File: src/rtl/wb_loader.sv
// Byte-serial command stream to single 32-bit Wishbone transactions, with byte-serial status/data responses.
// Optional bus timeout: define WB_LOADER_TIMEOUT_EN (limit set by TIMEOUT_CYCLES).
module wb_loader #(
    parameter int unsigned TIMEOUT_CYCLES = 255
) (
    input  logic        clock,
    input  logic        reset_n,
    input  logic [7:0]  cmd_data_i,
    input  logic        cmd_valid_i,
    output logic        cmd_ready_o,
    output logic [7:0]  rsp_data_o,
    output logic        rsp_valid_o,
    input  logic        rsp_ready_i,
    output logic [31:0] wb_addr_o,
    output logic [31:0] wb_data_o,
    input  logic [31:0] wb_data_i,
    output logic        wb_cyc_o,
    output logic        wb_strobe_o,
    output logic        wb_we_o,
    input  logic        wb_ack_i,
    output logic        busy_o
);

    // state        | meaning
    // S_IDLE       | waiting for opcode byte
    // S_ADDR       | shifting in 4 address bytes, MSB first
    // S_DATA       | shifting in 4 write-data bytes, MSB first
    // S_BUS        | Wishbone cycle in flight, waiting for ack
    // S_RSP_STATUS | presenting status byte
    // S_RSP_DATA   | presenting 4 read-data bytes, MSB first
    typedef enum logic [2:0] {
        S_IDLE       = 3'd0,
        S_ADDR       = 3'd1,
        S_DATA       = 3'd2,
        S_BUS        = 3'd3,
        S_RSP_STATUS = 3'd4,
        S_RSP_DATA   = 3'd5
    } state_t;

    localparam logic [7:0] OP_WRITE = 8'h57;
    localparam logic [7:0] OP_READ  = 8'h52;
    localparam logic [7:0] ST_OK    = 8'h00;
    localparam logic [7:0] ST_BADOP = 8'hFF;

    state_t      state_q, state_d;
    logic [1:0]  cnt_q, cnt_d;
    logic        we_q, we_d;
    logic [31:0] addr_q, addr_d;
    logic [31:0] wdata_q, wdata_d;
    logic [31:0] rdata_q, rdata_d;
    logic [7:0]  status_q, status_d;
    logic        cmd_fire;
    logic        rsp_fire;
    logic        in_bus;

    assign in_bus      = (state_q == S_BUS);
    assign cmd_ready_o = (state_q == S_IDLE) || (state_q == S_ADDR) || (state_q == S_DATA);
    assign rsp_valid_o = (state_q == S_RSP_STATUS) || (state_q == S_RSP_DATA);
    assign cmd_fire    = cmd_valid_i & cmd_ready_o;
    assign rsp_fire    = rsp_valid_o & rsp_ready_i;

    // Bus strobes decode straight from state so an async reset drops them at once.
    assign wb_cyc_o    = in_bus;
    assign wb_strobe_o = in_bus;
    assign wb_we_o     = in_bus & we_q;
    assign wb_addr_o   = addr_q;
    assign wb_data_o   = wdata_q;
    assign busy_o      = (state_q != S_IDLE);

`ifdef WB_LOADER_TIMEOUT_EN
    localparam logic [7:0] ST_TIMEOUT = 8'hEE;
    localparam int TMO_W = ($clog2(TIMEOUT_CYCLES + 1) > 8) ? $clog2(TIMEOUT_CYCLES + 1) : 8;

    logic [TMO_W-1:0] tmo_q, tmo_d;
    logic             tmo_hit;

    always_comb begin
        tmo_d = '0;
        if (in_bus && !wb_ack_i) begin
            tmo_d = tmo_q + 1'b1;
        end
    end

    assign tmo_hit = in_bus && !wb_ack_i && (tmo_d == TMO_W'(TIMEOUT_CYCLES));

    always_ff @(posedge clock or negedge reset_n) begin
        if (!reset_n) begin
            tmo_q <= '0;
        end else begin
            tmo_q <= tmo_d;
        end
    end
`else
    logic unused_timeout;
    assign unused_timeout = ^TIMEOUT_CYCLES;
`endif

    always_comb begin
        state_d  = state_q;
        cnt_d    = cnt_q;
        we_d     = we_q;
        addr_d   = addr_q;
        wdata_d  = wdata_q;
        rdata_d  = rdata_q;
        status_d = status_q;

        case (state_q)
            S_IDLE: begin
                if (cmd_fire) begin
                    if (cmd_data_i == OP_WRITE) begin
                        we_d    = 1'b1;
                        state_d = S_ADDR;
                    end else if (cmd_data_i == OP_READ) begin
                        we_d    = 1'b0;
                        state_d = S_ADDR;
                    end else begin
                        status_d = ST_BADOP;
                        state_d  = S_RSP_STATUS;
                    end
                end
            end
            S_ADDR: begin
                if (cmd_fire) begin
                    addr_d = {addr_q[23:0], cmd_data_i};
                    cnt_d  = cnt_q + 2'd1;
                    if (cnt_q == 2'd3) begin
                        state_d = we_q ? S_DATA : S_BUS;
                    end
                end
            end
            S_DATA: begin
                if (cmd_fire) begin
                    wdata_d = {wdata_q[23:0], cmd_data_i};
                    cnt_d   = cnt_q + 2'd1;
                    if (cnt_q == 2'd3) begin
                        state_d = S_BUS;
                    end
                end
            end
            S_BUS: begin
                if (wb_ack_i) begin
                    if (!we_q) begin
                        rdata_d = wb_data_i;
                    end
                    status_d = ST_OK;
                    state_d  = S_RSP_STATUS;
                end
`ifdef WB_LOADER_TIMEOUT_EN
                else if (tmo_hit) begin
                    rdata_d  = '0;
                    status_d = ST_TIMEOUT;
                    state_d  = S_RSP_STATUS;
                end
`endif
            end
            S_RSP_STATUS: begin
                // Read frames carry data after an ok or timeout status; bad opcodes never do.
                if (rsp_fire) begin
                    state_d = (!we_q && status_q != ST_BADOP) ? S_RSP_DATA : S_IDLE;
                end
            end
            S_RSP_DATA: begin
                if (rsp_fire) begin
                    cnt_d = cnt_q + 2'd1;
                    if (cnt_q == 2'd3) begin
                        state_d = S_IDLE;
                    end
                end
            end
            default: begin
                state_d = S_IDLE;
            end
        endcase

        if (state_d != state_q) begin
            cnt_d = '0;
        end
    end

    always_comb begin
        rsp_data_o = 8'h00;
        if (state_q == S_RSP_STATUS) begin
            rsp_data_o = status_q;
        end else if (state_q == S_RSP_DATA) begin
            case (cnt_q)
                2'd0:    rsp_data_o = rdata_q[31:24];
                2'd1:    rsp_data_o = rdata_q[23:16];
                2'd2:    rsp_data_o = rdata_q[15:8];
                default: rsp_data_o = rdata_q[7:0];
            endcase
        end
    end

    always_ff @(posedge clock or negedge reset_n) begin
        if (!reset_n) begin
            state_q  <= S_IDLE;
            cnt_q    <= '0;
            we_q     <= 1'b0;
            addr_q   <= '0;
            wdata_q  <= '0;
            rdata_q  <= '0;
            status_q <= '0;
        end else begin
            state_q  <= state_d;
            cnt_q    <= cnt_d;
            we_q     <= we_d;
            addr_q   <= addr_d;
            wdata_q  <= wdata_d;
            rdata_q  <= rdata_d;
            status_q <= status_d;
        end
    end

endmodule

File: config.mk
export PLATFORM = sky130hd
export DESIGN_NAME = wb_loader
export DESIGN_NICKNAME = d
export VERILOG_FILES = /design/src/rtl/wb_loader.sv
export SDC_FILE = /design/constraint.sdc
export NUM_CORES = 1
export LEC_CHECK = 0
export CORE_AREA = 4 4 100 102
export CTS_BUF_LIST = sky130_fd_sc_hd__clkbuf_8
export DETAILED_ROUTE_END_ITERATION = 10
export DIE_AREA = 0 0 104 106
export PLACE_DENSITY = 0.77
export SYNTH_ARGS = -nofsm -noshare
export SYNTH_HDL_FRONTEND = slang
export SYNTH_SLANG_ARGS = --single-unit
File: constraint.sdc
create_clock -name clock -period 3 [get_ports clock]
set_clock_uncertainty 0.1 [all_clocks]
set_input_delay 0.45 -clock clock [delete_from_list [all_inputs] [get_ports clock]]
set_output_delay 0.45 -clock clock [all_outputs]
set_load 0.1 [all_outputs]
### After elaboration in Yosys (flattened, before gate mapping)

Index checks and enable logic that the tools add are counted.

| storage, ports and cells | value |
|---|---|
| input port bits | 45 |
| flip-flop bits (word level) | 110 |

| cells by class | value |
|---|---|
| eq/ne operators | 18 |
| multiplexer cells | 28 |
| add/subtract/negate cells | 1 |
| bitwise operators | 4 |
| reduce and logical (&&, ||, !) cells | 18 |

Operators with widths:

| operator | number |
|---|---|
| 8-bit 2-to-1 mux | 6 |
| 3-bit 2-to-1 mux | 12 |
| 8-bit case mux with 3 select lines | 1 |
| 3-bit case mux with 6 select lines | 1 |
| 8-bit by 7-bit equality test with 1-bit output, second input constant | 2 |
| 8-bit case mux with 2 select lines | 1 |
| 3-bit AND reduction | 3 |
| 2-bit != test, second input constant | 4 |
| 8-bit != test, second input constant | 1 |
| 3-bit by 2-bit equality test with 1-bit output, second input constant | 2 |
| 3-bit equality test, second input constant | 2 |
| 2-bit 2-to-1 mux | 3 |
| 3-bit nonzero test | 2 |
| 5-bit AND reduction | 1 |
| 2-bit equality test, second input constant | 2 |
| 2-bit case mux with 2 select lines | 1 |
| 2-bit AND reduction | 2 |
| 2-bit nonzero test | 2 |
| 1-bit bitwise AND | 3 |
| 3-bit by 1-bit equality test with 1-bit output, second input constant | 1 |
| 3-bit logical NOT | 1 |
| 1-bit logical OR | 3 |
| 1-bit 2-to-1 mux | 3 |
| 3-bit by 1-bit != test with 1-bit output, second input constant | 1 |
| 9 further kinds | 9 |

### Longest topological paths before layout

Gate-level depths: netlist of run 1.

| depth | value |
|---|---|
| depth in word-level cells | 9 |
| mapped depth | 7 |
| depth with buffers taken out | 6 |

### Least setup slack after synthesis of run 1

Ideal clock, no wire load.

| path | value |
|---|---|
| path kind | reg2out |
| start | register cnt_q[0] |
| end | output rsp_data_o[0] |
| cell stages (with the launch flop) | 6 |
| path buffers | 2 |
| arrival | 3.334 ns |
| slack | -0.884 ns |
| path through | dfrtp_1 -> ha_1 -> clkbuf_1 -> clkbuf_1 -> a21oi_1 -> o21ai_0 |

| between the ends | value |
|---|---|
| cells in the longest elaborated chain, start to end | 4 |
| elaborated cells on any way between the ends | 6 |
| those cells by class | eq/ne: 2; mux: 3; reduce/logical: 1 |

Ends and longest elaborated chain:

| item | line | RTL |
|---|---|---|
| from (decl) | 46 | `logic [1:0] cnt_q, cnt_d;` |
| from (signal assigned) | 205 | `cnt_q <= cnt_d;` |
| 2-bit equality test (tied with other cells) | 185 | `case (cnt_q)` |
| 8-bit case mux with 3 select lines * | 185 |  |
| 8-bit 2-to-1 mux * | 184 | `end else if (state_q == S_RSP_DATA) begin` |
| 8-bit 2-to-1 mux * | 182 | `if (state_q == S_RSP_STATUS) begin` |
| to (decl) | 11 | `output logic [7:0] rsp_data_o,` |

Every way passes the cells marked *; elsewhere a longest branch is shown, timed or not.

### Final worst setup path of run 1

| path | value |
|---|---|
| start | register state_q[2] |
| end | output rsp_data_o[2] |

| between the ends | value |
|---|---|
| cells in the longest elaborated chain, start to end | 3 |
| elaborated cells on any way between the ends | 4 |
| those cells by class | eq/ne: 2; mux: 2 |

Ends and longest elaborated chain:

| item | line | RTL |
|---|---|---|
| from (decl) | 45 | `state_t state_q, state_d;` |
| from (signal assigned) | 204 | `state_q <= state_d;` |
| 3-bit equality test | 184 |  |
| 8-bit 2-to-1 mux | 184 |  |
| 8-bit 2-to-1 mux * | 182 |  |

Marked as above.

==> results of run 1 <==
## routing by layer
metal / GRT usage (%) / vias up
li1: - / 1392
met5: 0 / -
met3: 3.16 / 16
met1: 25.2 / 1486
met2: 28.1 / 93
met4: 7.50 / 0
## path summary, 6_finish.rpt
path                                    startpoint                 endpoint  slack (ns)  depth (start not counted)
setup / recovery              state_q[2]$_DFF_PN0_            rsp_data_o[2]        0.33                          3
hold / removal             rdata_q[19]$_DFFE_PN0P_  rdata_q[19]$_DFFE_PN0P_        0.41                          1
setup reg to reg              state_q[1]$_DFF_PN0_  rdata_q[21]$_DFFE_PN0P_        0.84                          5
hold reg to reg            rdata_q[19]$_DFFE_PN0P_  rdata_q[19]$_DFFE_PN0P_        0.41                          1
max in group asynchronous                  reset_n     cnt_q[0]$_DFFE_PN0P_        1.57                          3
min in group asynchronous                  reset_n   rdata_q[6]$_DFFE_PN0P_        0.51                          2
## cell families (layout without fill, tap and decap cells)
kind of cell / after synthesis / after routing / share of synthesized area, %
compound gates: 44 / 44 / 7.32
fa+ha+maj: 4 / 4 / 1.13
simple gates: 37 / 37 / 4.92
flops: 103 / 103 / 58.2
xor+xnor: 3 / 3 / 0.594
buf+inv: 28 / 151 / 3.17
mux: 97 / 97 / 24.6
## cell usage in the layout (no fill, tap or decap), types with 8 or more instances in the layout
cell type,instances
o21ai_2,8
buf_12,9
dfrtp_1,103
nor2_1,11
mux2_2,93
inv_1,8
buf_4,75
clkbuf_8,9
a222oi_1,8
a21oi_1,10
clkdlybuf4s50_1,43
## through the flow
stage	setup slack [ns]	instance area [µm²]	util (%)	std cells	power [mW]
detailed placement	0.614	5670	62.3	533	2.70
global route	0.106	5880	64.5	550	3.66
global placement	0.634	5670	62.3	533	2.69
CTS	0.289	5880	64.5	550	3.56
finish	0.326	5880	64.5	550	3.52
floorplan	0.275	4460	-	316	2.29
## power by group through the flow
stage	Clock (mW)	Combinational, mW	Sequential [mW]
2_1_floorplan	0	0.507	1.79
3_3_place_gp	0	1.18	1.51
3_5_place_dp	0	1.19	1.51
4_1_cts	0.887	1.19	1.48
5_1_grt	0.949	1.21	1.49
6_report	0.864	1.18	1.48
## critical path, stage by stage (launching register included)
cell and delay [ns]:
dfrtp_1 0.68, nand3b_1 0.52, o21ai_2 0.36, buf_12 0.21
## final cells by class
cell class                 count  area (µm²)  area share (%)
inverter                       7        26.3           0.447
clock buffer                   9         124            2.11
tap                          111         139            2.36
multi-input combinational    185        1750            29.8
clock inverter                 7        72.6            1.23
sequential                   103        2580            43.9
timing repair buffer         128        1180            20.1
## registers in the layout, summed over array words and instances, names as in the netlist
| name | count |
|---|---|
| wb_addr_o | 32 |
| we_q | 1 |
| wb_data_o | 32 |
| cnt_q | 2 |
| status_q | 1 |
| rdata_q | 32 |
| state_q | 3 |
## timing repair
action / CTS / global route
hold buffers: 1 / 0
hold endpoints to repair: 38 / 0
endpoints found under the setup margin: 0 / 0
==> metrics.md, run 1 <==
| Metric | Value |
|---|---|
| Filler cells | 731 |
| Psw | 1.37 mW |
| Finish-stage setup viols | 0 |
| 1st-pass router iterations | 7 |
| Leak | 2.94 nW |
| Setup TNS | 0 ns |
| Clock Pin Slew Worst Setup and Hold Paths | 0.10 ns |
| Grt ovf | 0 |
| Max Used Layer | met4 |
| Post-synthesis async set-or-reset flop share | 100% |
| Residual DRC | 0 |
| Post-synthesis sequential area ratio | 58.2% |
| Most used flip-flop cell after synthesis | dfrtp_1 |
| RePlAce Congestion | 0.842 |
| WP data arrival | 2.12 ns |
| Drt total wl | 9740 µm |
| Netlist Area Pre-Place | 4430 µm² |
| Die X | 104 µm |
| Clock share of power | 24.5% |
| Final Critical Period | 2.67 ns |
| Synth warn | 0 |
| Worst Path Required | 2.45 ns |
| CP Max Fanout | 14 |
| Synth area leaders | dfrtp_1 (58%), mux2_2 (24%), a222oi_1 (1.8%) |
| Maximum clock path buffer count | 2 |
| First-pass GRT wire length | 15900 µm |
| Post-CTS setup buffers | 0 |
| Worst slew pin tran | 0.702 ns |
| Synth top cells by count | dfrtp_1 (103), mux2_2 (93), nor2_1 (11), a21oi_1 (10), o21ai_0 (10) |
| Hold slack | 0.409 ns |
| Met2 WL post-DR | 4680 µm |
| Clock Tree Root | clkbuf_8 |
| Max-slew headroom | 53.2% |
| Initial antenna violation count | 0 |
| Number of diodes | 0 |
| First DRT Iteration DRCs | 177 |
| Comb pwr share | 33.4% |
| Worst Setup End Kind | output pin |
| Synth top area share | 58.2% |
| Hold Path Class | reg -> reg |
| Total core area | 9110 µm² |
| F_max | 374 MHz |
| Max cap viols | 0 |
| Layout cells sized above 1 | 46.7% |
| GRT Total Usage | 18.1% |
| Post-synth cell types | 43 |
| Wirelength per Cell | 17.7 µm |
| HPWL Detailed | 7180 µm |
| Mapped Nets | 365 |
| CTS tree | done |
| Metal3 WL | 422 µm |
| Post-CTS Resized | 0 |
| Initial Util | 48.6% |
| Final slew viol count | 0 |
| Die area | 11000 µm² |
| #FFs+latches synth | 103 |
| Worst setup SP type | flip-flop |
| TritonCTS Sinks | 103 |
| Std-Cell Rows | 35 |
| Seq pwr share | 42.1% |
| CTS H-tree lvls | 3 |
| P&R area growth vs syn | 32.8% |
| Detail-routed via count per cell | 5.43 |
| IO Pins | 123 |
| Synthesized area per cell | 14.0 µm² |
| Post-synth top area cell | dfrtp_1 |
| Final number of hold-violating endpoints | 0 |
| Cells after synthesis | 316 |
| RSZ-0062 raised after global routing | no |
| Buffers added on ports | 122 |
| Outcome | completed |
| Vias in the first global route | 3016 |
| CTS Buf Count | 9 |
| Power Density | 600 nW/µm² |
| Vias | 2987 |
| Worst skew pair latency | 0.35 ns |
| Die height | 106 µm |
| Largest net degree at the start of global routing | 66 |
| Sw frac | 38.9% |
| Tcrit/Tclk final | 89.1% |
| Most common cell in the netlist | dfrtp_1 |
| Post-synth EDFFs | 0 |
| Int Power | 2.15 mW |
| Fin nets | 483 |
| Crit Path Category | reg -> out |
| Worst vdd ir | 0.279 mV |
| Number of routed nets with antenna violations | 0 |
| WL met1 | 4400 µm |
Note: power is estimated with default switching activity, not from simulation.
==> run 2, diff against run 1 <==
CORE_AREA = 4 4 91 111   (was 4 4 100 102)
DIE_AREA = 0 0 95 115   (was 0 0 104 106)
PLACE_DENSITY = not set   (was 0.77)
PLACE_DENSITY_LB_ADDON = 0.25   (was not set)
clock period = 3.3 ns   (was 3 ns; I/O delays follow)
==> run 2 against run 1 <==
Against the previous run:
- first-iteration DRC count shrank 23%
- sequential cell count is the same
- largest power group unchanged
- critical endpoint is now rsp_data_o[6]
- combinational power shrank 20%
- power shrank 13%
- via count shrank 1.5%
- non-clock buffer count shrank 2
- hold slack lost 0.26 ns
- clock-buffer cell count grew 1
- die area shrank 0.90%
- wire length shrank 4.1%
- critical path type unchanged
==> metrics.md, run 2 (same netlist as run 1, synthesis figures left out) <==
| Metric | Value |
|---|---|
| Leak | 2.86 nW |
| Vias | 2942 |
| Post-CTS setup buffers | 0 |
| Buffers added on ports | 122 |
| CP max stage cell | dfrtp_1 |
| Commonest non-fill, non-tap cell in the layout | dfrtp_1 |
| Fin nets | 481 |
| Power Density | 528 nW/µm² |
| Worst Path Required | 2.70 ns |
| Drt total wl | 9340 µm |
| Largest net degree at the start of global routing | 70 |
| First DRT Iteration DRCs | 136 |
| Hold Path Class | in -> async |
| CP Cell Sequence | inv_1 -> ha_1 -> a222oi_1 -> nor2_1 -> a21oi_1 -> o21ai_1 -> buf_4 |
| Final slew viol count | 0 |
| TritonCTS Sinks | 103 |
| # hold bufs at CTS | 0 |
| Crit Path Category | reg -> out |
| RePlAce Congestion | 0.773 |
| Std-Cell Rows | 38 |
| Worst slew pin tran | 0.979 ns |
| 1st-pass router iterations | 7 |
| Max cap viols | 0 |
| F_max | 374 MHz |
| Worst setup SP type | flip-flop |
| Residual DRC | 0 |
| Die area | 10900 µm² |
| Post-CTS Resized | 0 |
| Number of diodes | 0 |
| Most frequent cells in the layout | dfrtp_1 (103), mux2_2 (93), buf_4 (69) |
| Filler cells | 723 |
| WP data arrival | 2.08 ns |
| Finish-stage setup viols | 0 |
| HPWL Detailed | 6840 µm |
| Worst r2r src | state_q[0]$_DFF_PN0_ |
| Placed Area | 5590 µm² |
| Vias in the first global route | 3149 |
| Initial antenna violation count | 0 |
| Clock Tree Root | clkbuf_8 |
| Initial Util | 49.5% |
| Grt ovf | 0 |
| Worst Setup End Kind | output pin |
| Multi-input gate area | 1720 µm² |
| Wirelength per Cell | 16.8 µm |
| P&R area growth vs syn | 30.5% |
| Maximum clock path buffer count | 2 |
| CP Max Fanout | 8 |
| Final number of hold-violating endpoints | 0 |
| Worst R2R Setup Slack | 1.12 ns |
| Outcome | completed |
| Max-slew headroom | 34.6% |
| Clock Pin Slew Worst Setup and Hold Paths | 0.10 ns |
| Detail-routed via count per cell | 5.28 |
| Seq. cell area | 2580 µm² |
| First-pass GRT wire length | 15300 µm |
| CTS tree | done |
| Tcrit/Tclk final | 81.0% |
| Die height | 115 µm |
| Worst skew pair latency | 0.35 ns |
| Setup TNS | 0 ns |
| IO Pins | 123 |
| Worst r2r dst | rdata_q[10]$_DFFE_PN0P_ |
| Reg2reg path depth | 5 |
| Worst vdd ir | 0.497 mV |
| RSZ-0062 raised after global routing | no |
| Number of routed nets with antenna violations | 0 |
| Die X | 95 µm |
| GRT Total Usage | 17.8% |
| Design Area, Final | 5780 µm² |
| Total core area | 8940 µm² |
| Layout cells sized above 1 | 42.6% |
| Final Critical Period | 2.67 ns |
| CTS Buf Count | 9 |
| CTS H-tree lvls | 3 |
| CP max stage delay | 0.42 ns |
==> run 2: worst max-delay path: cells and delay by family (launching register included) <==
kind            cells  cell delay [ns]
compound gates      3             0.60
flops               1             0.42
fa+ha+maj           1             0.31
simple gates        1             0.07
buf+inv             2             0.33
==> run 2: layout make-up <==
| type | instances | share of cell area, % |
|---|---|---|
| Timing Repair Buffer | 126 | 19.2 |
| Clock buffer | 10 | 2.38 |
| Clock inverter | 6 | 0.888 |
| Inverter | 7 | 0.455 |
| Sequential cell | 103 | 44.6 |
| Tap cell | 120 | 2.60 |
| Multi-Input combinational cell | 185 | 29.9 |
==> run 2: stage by stage <==
step	std cells	hold slack, ns	power, mW	utilization (%)	setup WS (ns)
2_1_floorplan	316	0.0994	2.07	-	0.122
3_3_place_gp	541	0.389	2.32	62.5	0.948
3_5_place_dp	541	0.394	2.33	62.5	0.923
4_1_cts	557	0.174	3.08	64.6	0.598
5_1_grt	557	0.214	3.17	64.6	0.390
6_report	557	0.145	3.05	64.6	0.626
==> run 2: report_power, final <==
group | leakage (nW) | internal [mW] | total [mW] | switching (mW)
clock network | 0.0987 | 0.306 | 0.751 | 0.445
logic | 1.34 | 0.211 | 0.946 | 0.735
registers | 1.42 | 1.30 | 1.35 | 0.0498
==> run 2: how the worst max path moves through the flow <==
stage	from	to	slack [ns]	cells past startpoint
floorplan	cnt_q[0]$_DFFE_PN0P_	rsp_data_o[0]	0.12	5
global placement	cmd_data_i[6]	we_q$_DFFE_PN0P_	0.95	5
detailed placement	cmd_valid_i	cnt_q[0]$_DFFE_PN0P_	0.92	6
CTS	cnt_q[0]$_DFFE_PN0P_	rsp_data_o[6]	0.60	7
global route	state_q[2]$_DFF_PN0_	rsp_data_o[3]	0.39	5
finish	cnt_q[0]$_DFFE_PN0P_	rsp_data_o[6]	0.63	7
==> run 2: layer usage <==
metal | wire, µm | track usage (%)
met3 | 672 | 5.63
met1 | 3970 | 23.2
met4 | 110 | 4.52
met2 | 4590 | 29.2
met5 | 0 | 0
==> run 3, diff against run 2 <==
CORE_AREA = 4 4 96 116   (was 4 4 91 111)
DIE_AREA = 0 0 100 120   (was 0 0 95 115)
clock period = 2.4 ns   (was 3.3 ns; I/O delays follow)
==> run 3 against run 2 <==
Against the previous run:
- the run now ends with setup timing left
- critical path depth increased by 1
- via count increased by 4.1%
- sequential power increased by 36%
- hold slack improved by 0.27 ns
- worst setup slack got worse by 0.76 ns
- cell count increased by 3.4%
- power increased by 47%
- core utilization decreased by 2.8 points
- highest routed layer unchanged
==> metrics.md, run 3 (same netlist as run 1, synthesis figures left out) <==
| Metric | Value |
|---|---|
| Max cap viols | 0 |
| Worst R2R Setup Slack | 0.35 ns |
| CTS tree | done |
| Initial Util | 44.4% |
| Detail-routed via count per cell | 5.32 |
| Worst Path Required | 1.94 ns |
| Worst skew pair latency | 0.36 ns |
| Design Area, Final | 6160 µm² |
| RSZ-0062 raised after global routing | yes |
| Grt ovf | 0 |
| GRT Total Usage | 17.1% |
| Std-Cell Rows | 40 |
| Final slew viol count | 0 |
| Tcrit/Tclk final | 106% |
| Fin nets | 494 |
| Worst setup SP type | flip-flop |
| Hold slack | 0.416 ns |
| Die area | 12000 µm² |
| Most frequent cells in the layout | dfrtp_1 (102), mux2_2 (93), buf_4 (77) |
| Maximum clock path buffer count | 2 |
| Reg2reg path depth | 6 |
| F_max | 394 MHz |
| TritonCTS Sinks | 103 |
| Filler cells | 843 |
| Worst slew pin tran | 0.569 ns |
| CTS H-tree lvls | 3 |
| CP Cell Sequence | buf_6 -> ha_4 -> a222oi_1 -> buf_4 -> nor2_2 -> a21oi_2 -> o21ai_2 -> buf_12 |
| Min-delay src | wb_addr_o[30]$_DFFE_PN0P_ |
| CTS Buf Count | 9 |
| Buffers added on ports | 122 |
| WP data arrival | 2.08 ns |
| Hold Crit Endpoint | wb_addr_o[30]$_DFFE_PN0P_ |
| Worst r2r src | state_q[2]$_DFF_PN0_ |
| Wirelength per Cell | 17.6 µm |
| 1st-pass router iterations | 6 |
| Outcome | finished, violations left |
| Final number of hold-violating endpoints | 0 |
| Power Density | 730 nW/µm² |
| Die X | 100 µm |
| Number of routed nets with antenna violations | 0 |
| Commonest non-fill, non-tap cell in the layout | dfrtp_1 |
| First DRT Iteration DRCs | 141 |
| Initial antenna violation count | 0 |
| Hold depth | 1 |
| Number of diodes | 0 |
| CP max stage delay | 0.42 ns |
| Worst vdd ir | 0.424 mV |
| Multi-input gate area | 1820 µm² |
| Total core area | 9960 µm² |
| Vias | 3064 |
| Hold Path Class | reg -> reg |
| Drt total wl | 10100 µm |
| IO Pins | 123 |
| Metal3 WL | 801 µm |
| Clock Pin Slew Worst Setup and Hold Paths | 0.10 ns |
| Placed Area | 5890 µm² |
| Final Critical Period | 2.54 ns |
| Max Used Layer | met4 |
| Crit Path Category | reg -> out |
| Met2 WL post-DR | 5140 µm |
| Leak | 3.02 nW |
| CP max stage cell | dfrtp_1 |
| Worst Setup End Kind | output pin |
| HPWL Detailed | 7390 µm |
| Finish-stage setup viols | 7 |
| Vias in the first global route | 3158 |
| Setup ws final | -0.136 ns |
| First-pass GRT wire length | 16100 µm |
| Die height | 120 µm |
| Clock Tree Root | clkbuf_8 |
| Residual DRC | 0 |
| Seq. cell area | 2580 µm² |
| WL met1 | 3970 µm |
| Max-slew headroom | 61.9% |
| Failing checks | setup timing |
| Layout cells sized above 1 | 50.9% |
| Largest net degree at the start of global routing | 39 |
| Worst r2r dst | rdata_q[19]$_DFFE_PN0P_ |
| RePlAce Congestion | 0.856 |
| P&R area growth vs syn | 39.1% |
| CP Max Fanout | 8 |
-- run 3: cell count changes in the layout (fill, tap and decap cells not counted), sizes merged --
| cell | previous run | this run |
|---|---|---|
| clkdlybuf4s50 | 55 | 43 |
| dlygate4sd3 | 0 | 1 |
| bufinv | 0 | 1 |
| clkinvlp | 0 | 2 |
| clkbuf | 10 | 9 |
| clkinv | 4 | 2 |
| buf | 71 | 95 |
-- run 3: routing by layer --
metal	up-vias	track usage [%]
li1	1413	-
met1	1521	20.2
met2	114	28.2
met3	16	5.99
met4	0	7.08
met5	-	0
-- run 3: final cells by class --
type	instances	share of cell area, %
clock buffers	9	2.01
clock inverters	7	1.30
inverters	7	0.427
multi-input cells	185	29.6
flip-flops and latches	103	41.9
well taps	126	2.56
repair buffers	139	22.2
-- run 3: through the flow --
step	TNS, ns	cells	setup WS [ns]	util, %	power [mW]
final	-0.624	576	-0.136	61.8	4.49
after global placement	0	557	0.121	59.1	3.42
after global routing	-1.43	576	-0.251	61.8	4.67
after floorplan	-0.986	316	-0.201	-	2.88
after detailed placement	0	557	0.0885	59.1	3.43
after CTS	-0.798	576	-0.189	61.8	4.55
-- run 3: worst max path at each step --
| stage | endpoint | cells past startpoint | from | slack [ns] |
|---|---|---|---|---|
| 2_1_floorplan | cmd_ready_o | 3 | state_q[0]$_DFF_PN0_ | -0.20 |
| 3_3_place_gp | rsp_data_o[7] | 8 | cnt_q[0]$_DFFE_PN0P_ | 0.12 |
| 3_5_place_dp | rsp_data_o[7] | 8 | cnt_q[0]$_DFFE_PN0P_ | 0.09 |
| 4_1_cts | rsp_data_o[7] | 8 | cnt_q[0]$_DFFE_PN0P_ | -0.19 |
| 5_1_grt | rsp_data_o[5] | 8 | cnt_q[0]$_DFFE_PN0P_ | -0.25 |
| 6_report | rsp_data_o[5] | 8 | cnt_q[0]$_DFFE_PN0P_ | -0.14 |
-- run 3: report_power, final --
part | leakage [nW] | internal [mW] | total, mW | switching [mW]
clock | 0.0964 | 0.493 | 1.11 | 0.614
combinational | 1.50 | 0.466 | 1.55 | 1.08
sequential | 1.42 | 1.79 | 1.84 | 0.0480
-- run 3: critical path, delay by kind of cell (launching register included) --
family | cells | cell delay (ns)
AOI/OAI and AO/OA | 3 | 0.56
adders and majority gates | 1 | 0.17
and+or+nand+nor | 1 | 0.03
buffers and inverters | 3 | 0.51
DFF | 1 | 0.42
-- run 3: repair_timing --
item                                    CTS  global route
endpoints found under the setup margin    8             8
gates resized for setup                   9             3
hold buffers                              1             0
gates cloned                              0             0
setup buffers                             2             0
endpoints found under the hold margin    35             0
pin swaps                                 4             6
